File: src/rtl/wash_phase_timer_if.sv
// Timer command interface between the washing-machine controller (master)
// and the phase countdown timer (slave).
interface wash_phase_timer_if;
  logic        i_start;
  logic [15:0] i_state;
  logic [1:0]  i_step;
  logic        i_acc;
  logic [3:0]  o_response;
  logic [15:0] o_time;

  modport master (
    output i_start,
    output i_state,
    output i_step,
    output i_acc,
    input  o_response,
    input  o_time
  );

  modport slave (
    input  i_start,
    input  i_state,
    input  i_step,
    input  i_acc,
    output o_response,
    output o_time
  );
endinterface

File: src/rtl/wash_phase_timer.sv
// Phase countdown timer: loads a tick count on each new command, counts down
// at 10 Hz (or the accelerated rate) and raises a one-hot per-phase done flag.
module wash_phase_timer #(
  parameter int unsigned TICK_DIV     = 5_000_000,
  parameter int unsigned TICK_DIV_ACC = 50_000
) (
  input  logic                clk,
  input  logic                rst_n,
  wash_phase_timer_if.slave   bus
);

  typedef enum logic [1:0] {
    IDLE = 2'd0,
    RUN  = 2'd1,
    DONE = 2'd2
  } state_t;

  state_t      state_q, state_d;
  logic [15:0] cnt_q,   cnt_d;
  logic [31:0] div_q,   div_d;
  logic [1:0]  step_q,  step_d;
  logic [15:0] load_q,  load_d;
  logic [3:0]  resp_q,  resp_d;

  logic [31:0] lim_s;
  logic        load_ev_s;

  assign lim_s = bus.i_acc ? 32'(TICK_DIV_ACC) : 32'(TICK_DIV);

  // A differing command while running or done counts as a fresh load, so a
  // phase change never exposes the previous phase's done flag.
  assign load_ev_s = bus.i_start &&
                     ((state_q == IDLE) ||
                      ({bus.i_step, bus.i_state} != {step_q, load_q}));

  // State and datapath registers
  always_ff @(posedge clk or negedge rst_n) begin
    if (!rst_n) begin
      state_q <= IDLE;
      cnt_q   <= 16'd0;
      div_q   <= 32'd0;
      step_q  <= 2'd0;
      load_q  <= 16'd0;
      resp_q  <= 4'b0000;
    end else begin
      state_q <= state_d;
      cnt_q   <= cnt_d;
      div_q   <= div_d;
      step_q  <= step_d;
      load_q  <= load_d;
      resp_q  <= resp_d;
    end
  end

  // Next-state logic: abort beats load, load beats tick/terminal handling
  always_comb begin
    state_d = state_q;
    cnt_d   = cnt_q;
    div_d   = div_q;
    step_d  = step_q;
    load_d  = load_q;
    resp_d  = resp_q;

    if (!bus.i_start) begin
      state_d = IDLE;
      cnt_d   = 16'd0;
      div_d   = 32'd0;
      resp_d  = 4'b0000;
    end else if (load_ev_s) begin
      state_d = RUN;
      cnt_d   = bus.i_state;
      step_d  = bus.i_step;
      load_d  = bus.i_state;
      div_d   = 32'd0;
      resp_d  = 4'b0000;
    end else begin
      case (state_q)
        RUN: begin
          if (cnt_q == 16'd0) begin
            state_d = DONE;
            resp_d  = 4'b0001 << step_q;
          // >= so that dropping to the fast limit with div already past it
          // still ticks on the next edge instead of wrapping the prescaler.
          end else if (div_q >= (lim_s - 32'd1)) begin
            div_d = 32'd0;
            cnt_d = cnt_q - 16'd1;
          end else begin
            div_d = div_q + 32'd1;
          end
        end
        DONE: begin
          state_d = DONE;
        end
        IDLE: begin
          state_d = IDLE;
        end
        default: begin
          state_d = IDLE;
          cnt_d   = 16'd0;
          div_d   = 32'd0;
          resp_d  = 4'b0000;
        end
      endcase
    end
  end

  assign bus.o_response = resp_q;
  assign bus.o_time     = cnt_q;

endmodule

File: src/flat_wrapper.sv
// flat-port wrapper written by rule: the top's interface ports become plain ports
module wash_phase_timer_flat 
#(
  parameter int unsigned TICK_DIV     = 5_000_000,
  parameter int unsigned TICK_DIV_ACC = 50_000
)
  (clk, rst_n, bus_i_start, bus_i_state, bus_i_step, bus_i_acc, bus_o_response, bus_o_time);
  wash_phase_timer_if bus_i ();
  input  logic clk;
  input  logic rst_n;
  input wire logic [$bits(bus_i.i_start)-1:0] bus_i_start;
  input wire logic [$bits(bus_i.i_state)-1:0] bus_i_state;
  input wire logic [$bits(bus_i.i_step)-1:0] bus_i_step;
  input wire logic [$bits(bus_i.i_acc)-1:0] bus_i_acc;
  output wire logic [$bits(bus_i.o_response)-1:0] bus_o_response;
  output wire logic [$bits(bus_i.o_time)-1:0] bus_o_time;
  assign bus_i.i_start = bus_i_start;
  assign bus_i.i_state = bus_i_state;
  assign bus_i.i_step = bus_i_step;
  assign bus_i.i_acc = bus_i_acc;
  assign bus_o_response = bus_i.o_response;
  assign bus_o_time = bus_i.o_time;
  wash_phase_timer #(.TICK_DIV(TICK_DIV), .TICK_DIV_ACC(TICK_DIV_ACC)) u_core (.clk(clk), .rst_n(rst_n), .bus(bus_i));
endmodule
File: config.mk
export PLATFORM = sky130hd
export DESIGN_NAME = wash_phase_timer_flat
export DESIGN_NICKNAME = d
export VERILOG_FILES = /design/src/rtl/wash_phase_timer_if.sv /design/src/rtl/wash_phase_timer.sv /design/src/flat_wrapper.sv
export SDC_FILE = /design/constraint.sdc
export NUM_CORES = 1
export LEC_CHECK = 0
export BUFFER_PORTS_ARGS = -buffer_cell sky130_fd_sc_hd__buf_4
export CAP_MARGIN = 20
export CORE_MARGIN = 4
export CORE_UTILIZATION = 43
export DETAILED_ROUTE_END_ITERATION = 10
export GPL_TIMING_DRIVEN = 1
export RECOVER_POWER = 50
export SYNTH_ARGS = -nofsm -noshare
export SYNTH_HDL_FRONTEND = slang
export SYNTH_SLANG_ARGS = --single-unit
File: constraint.sdc
create_clock -name clk -period 8.5 [get_ports clk]
set_input_delay 2.55 -clock clk [delete_from_list [all_inputs] [get_ports clk]]
set_output_delay 2.55 -clock clk [all_outputs]
set_load 0.005 [all_outputs]
### Word level (Yosys, flattened, before mapping)

Cells that the tools add are included.

| storage, ports and cells | value |
|---|---|
| flip-flop bits (word level) | 72 |
| bits of input ports | 22 |
| word-level logic and storage cells | 46 |

| operators by class | value |
|---|---|
| add/subtract/negate cells | 3 |
| order comparisons | 1 |
| equality and inequality tests | 7 |
| shift operators | 1 |
| mux-type cells | 19 |
| reduce and logical (&&, ||, !) cells | 9 |

Operator list:

| operator | count |
|---|---|
| $mux W32 | 4 |
| $mux W16 | 4 |
| $pmux W32 S2 | 1 |
| $add A32 B1 Y32 const B | 1 |
| $ge A32 B32 Y1 | 1 |
| $pmux W16 S2 | 1 |
| $sub A32 B1 Y32 const B | 1 |
| $mux W23 | 1 |
| $ne A18 B18 Y1 | 1 |
| $logic_not A16 Y1 | 1 |
| $sub A16 B1 Y16 const B | 1 |
| $mux W4 | 3 |
| $ne A4 B2 Y1 const B | 2 |
| $pmux W4 S2 | 1 |
| $mux W2 | 3 |
| $reduce_and A2 Y1 | 3 |
| $ne A4 B3 Y1 const B | 1 |
| $pmux W2 S2 | 1 |
| $shl A1 B2 Y4 const A | 1 |
| $ne A3 B2 Y1 const B | 1 |
| $reduce_and A3 Y1 | 1 |
| $eq A2 B1 Y1 const B | 1 |
| $eq A2 B2 Y1 const B | 1 |
| $logic_not A2 Y1 | 1 |
| 3 further kinds | 3 |

### Longest topological paths before layout

| logic depth | value |
|---|---|
| depth in word-level cells | 8 |
| mapped depth | 11 |

### Worst setup path before layout

Ideal clock, no wire load.

| timing | value |
|---|---|
| path kind | input -> register |
| from | in bus_i_acc |
| to | reg u_core.cnt_q[1] (netlist: u_core.bus.o_time[1]) |
| library setup time | 0.125 ns |
| arrival | 4.560 ns |
| slack | 3.815 ns |
| stages | 7 |
| cell sequence | ha_1 -> nor4b_1 -> nand4_1 -> a311oi_2 -> nor2_2 -> a21oi_2 -> mux2_4 |

| between the ends | value |
|---|---|
| word-level cells in the longest chain between the ends | 5 |

RTL lines:

| element | line | source |
|---|---|---|
| start, declared | flat_wrapper.sv:14 | `input wire logic [$bits(bus_i.i_acc)-1:0] bus_i_acc;` |
| $mux W23 | wash_phase_timer.sv:28 | `assign lim_s = bus.i_acc ? 32'(TICK_DIV_ACC) : 32'(TICK_DIV);` |
| $sub A32 B1 Y32 | wash_phase_timer.sv:84 | `end else if (div_q >= (lim_s - 32'd1)) begin` |
| $ge A32 B32 Y1 | wash_phase_timer.sv:84 |  |
| $ne A4 B2 Y1 (no source line) | - |  |
| $reduce_and A3 Y1 (no source line) | - |  |
| end signal, assigned | wash_phase_timer.sv:47 | `cnt_q <= cnt_d;` |
| end, declared | wash_phase_timer.sv:19 | `logic [15:0] cnt_q, cnt_d;` |

No other way between the ends.
A chain may end at the register's enable or synchronous reset.

==> reports/metrics.cfg <==
[floorplanning]
start_util_pct=44.8
core_um2=9910
die_area_um2=12000
die_w_um=110
rows=36
ios=42
die_y_um=110

[final_layout]
antenna_cells=0
area_delta_synth_final_pct=14.5
nFillCells=944
drive_gt1_share_pct=18.9
fin_nets=516

[critical_path]
arrival_ns=5.28
crit_family=buffers and inverters
slowest_stage=clkbuf_1
crit_path_max_incr_delay_ns=2.67
cp_max_fo=72
cp-end-kind=asynchronous set/reset pin
critPathRequiredTime_ns=8.08
cp_cell_sequence=clkbuf_1
path_class=in -> async
crit_buf_inv=1
cp-start-kind=input port

[run]
drv_cap=1

[place]
dp_hpwl_um=7870
port_buffers=41
place_congestion=0.853

[timing]
rsz0062_at_grt=false
hold-worst-slack_ns=0.498
setup_violations=0
slew_viol_final=73
clock.fmax_mhz=176
timing.final.crit_share_pct=67.0
finalClockSkew_ns=0.0104
hold_viol_final=0
maxSlewHeadroom_pct=-158
worstMarginPinSlew_ns=3.87
min_period_ns=5.69
tns_ns=0

[power_and_ir_drop]
switching_share_pct=24.4
p_total_mw=0.775
power_density_nw_per_um2=153
comb_power_share_pct=10.1
power.leakage_nw=2.07
p_int_mw=0.586
ir_drop_uv=80.5
p_seq_share_pct=47.5
clkPwrFrac_pct=42.5
netSwitchingPower_mw=0.189

[yosys]
async_flop_share_pct=100
synth.area.top_cells=dfrtp_1 41%, mux2i_1 5.6%, mux2_2 4.3%
ys_types=63
yosysTopAreaCellShare_pct=40.6
synth_nets=484
syn_avg_cell_area_um2=9.86
synth_warnings=0
synth_cells=450
netlist_area_um2=4440
synthFlopType=dfrtp_1
ys_ff_latch=72
netlist_top_cells_count=72 x dfrtp_1, 25 x mux2i_1, 25 x nor2_1
synth_edf_count=0
yosysTopAreaCell=dfrtp_1
ys_seq_area_share_pct=40.6
synth.most_common_cell=dfrtp_1

[route]
vias_per_cell=5.99
vias=3716
drtPass1Iterations=5
routedWlPerCell_um=18.2
drt_wl_total_um=11300
postRouteAntennaNets=0
drtIter0Drc=187
drc=0

[grt]
first_global_vias=3568
antenna_found_initial=0
track_usage_pct=19.8
grt-ovfl-total=0
grt_pass1_wl_um=18600
grt_max_degree=73

[cts]
clockRootBuffer=clkbuf_8
tritoncts=built
cts.clk_slew.worst_paths_ns=0.08
post_cts_resized=0
ctsLongestPathBuffers=2
clock_sink_count=72
cts_hold_buf=0
htreeDepth=3
cts_buffers=9
post_cts_buffers=0
clk_latency_ns=0.36

[outcome]
status=complete, but fails checks
violations=capacitance limit, slew limit

[worst_hold_path]
hold_path.class=reg -> reg

-- cells in the final DEF (no fill, tap or decap), drive strengths merged, types with 12 or more instances in the layout --
cell type   n
nand2      18
xor2       14
nor2       26
nand4      20
a21oi      15
dfrtp      72
nand3      17
mux2i      25
nor3       13
ha         12
buf        37
clkbuf     19
inv        20
mux2       18
or4        14
nor4       13
a31oi      12
-- final timing paths --
check                                              startpoint                          endpoint  slack (ns)  depth (start not counted)
worst max-delay path                                    rst_n  u_core.bus.o_time[5]$_DFFE_PN0P_        2.81                          1
worst min-delay path             u_core.div_q[31]$_DFFE_PN0P_      u_core.div_q[31]$_DFFE_PN0P_        0.50                          2
worst max register to register  u_core.state_q[0]$_DFFE_PN0P_  u_core.bus.o_time[7]$_DFFE_PN0P_        4.85                          7
worst min register to register   u_core.div_q[31]$_DFFE_PN0P_      u_core.div_q[31]$_DFFE_PN0P_        0.50                          2
max in group clk                               bus_i_state[3]  u_core.bus.o_time[7]$_DFFE_PN0P_        3.13                          7
min in group asynchronous                               rst_n      u_core.div_q[12]$_DFFE_PN0P_        3.53                          1
-- flip-flops by register name, summed over array words and instances (netlist names) --
name and flops:
u_core.bus.o_time 16, u_core.state_q 2, u_core.bus.o_response 4, u_core.step_q 2
u_core.load_q 16, u_core.div_q 32
-- per-layer routing --
layer	routed length [µm]	share of wire (%)	global-route usage [%]	vias to the layer above
li1	-	-	-	1796
met1	5490	49	29.9	1794
met2	5000	44	28.4	108
met3	554	4.9	2.76	18
met4	223	2.0	8.01	0
met5	0	0	0	-
-- stage by stage --
step,std cells,setup slack [ns],util [%],instance area [µm²]
3_5_place_dp,602,2.58,48.7,4820
3_3_place_gp,602,2.85,48.7,4820
6_report,620,2.81,51.2,5080
5_1_grt,620,2.01,51.2,5080
4_1_cts,618,2.96,51.1,5060
2_1_floorplan,450,3.82,-,4440
-- layout make-up --
class	instances	area [µm²]	area share, %
multi-input combinational	333	2450	48.3
sequential	72	1800	35.5
timing repair buffer	46	349	6.87
tap	133	166	3.28
clock buffer	10	128	2.51
clock inverter	6	108	2.12
inverter	20	75.1	1.48
-- worst min-delay path, stage by stage (launching register included) --
cell	delay [ns]
dfrtp_1	0.34
a31oi_1	0.04
nor2_1	0.07
-- cell families (layout without fill, tap and decap cells) --
| kind of cell | count (synthesis) | count (layout) | synth area share [%] |
|---|---|---|---|
| flops | 72 | 72 | 40.6 |
| mux | 43 | 43 | 10.3 |
| fa+ha+maj | 12 | 12 | 3.38 |
| buf+inv | 45 | 82 | 4.34 |
| xor+xnor | 18 | 18 | 3.55 |
| compound gates | 103 | 103 | 17.0 |
| simple gates | 157 | 157 | 20.8 |
-- power groups by stage --
stage               sequential (mW)  clock (mW)  combinational [mW]
detailed placement            0.374           0              0.0797
finish                        0.368       0.329              0.0781
global placement              0.374           0              0.0787
global route                  0.370       0.350              0.0870
floorplan                     0.372           0              0.0442
CTS                           0.367       0.335              0.0799
No activity file was read; power rests on OpenSTA's default activity.
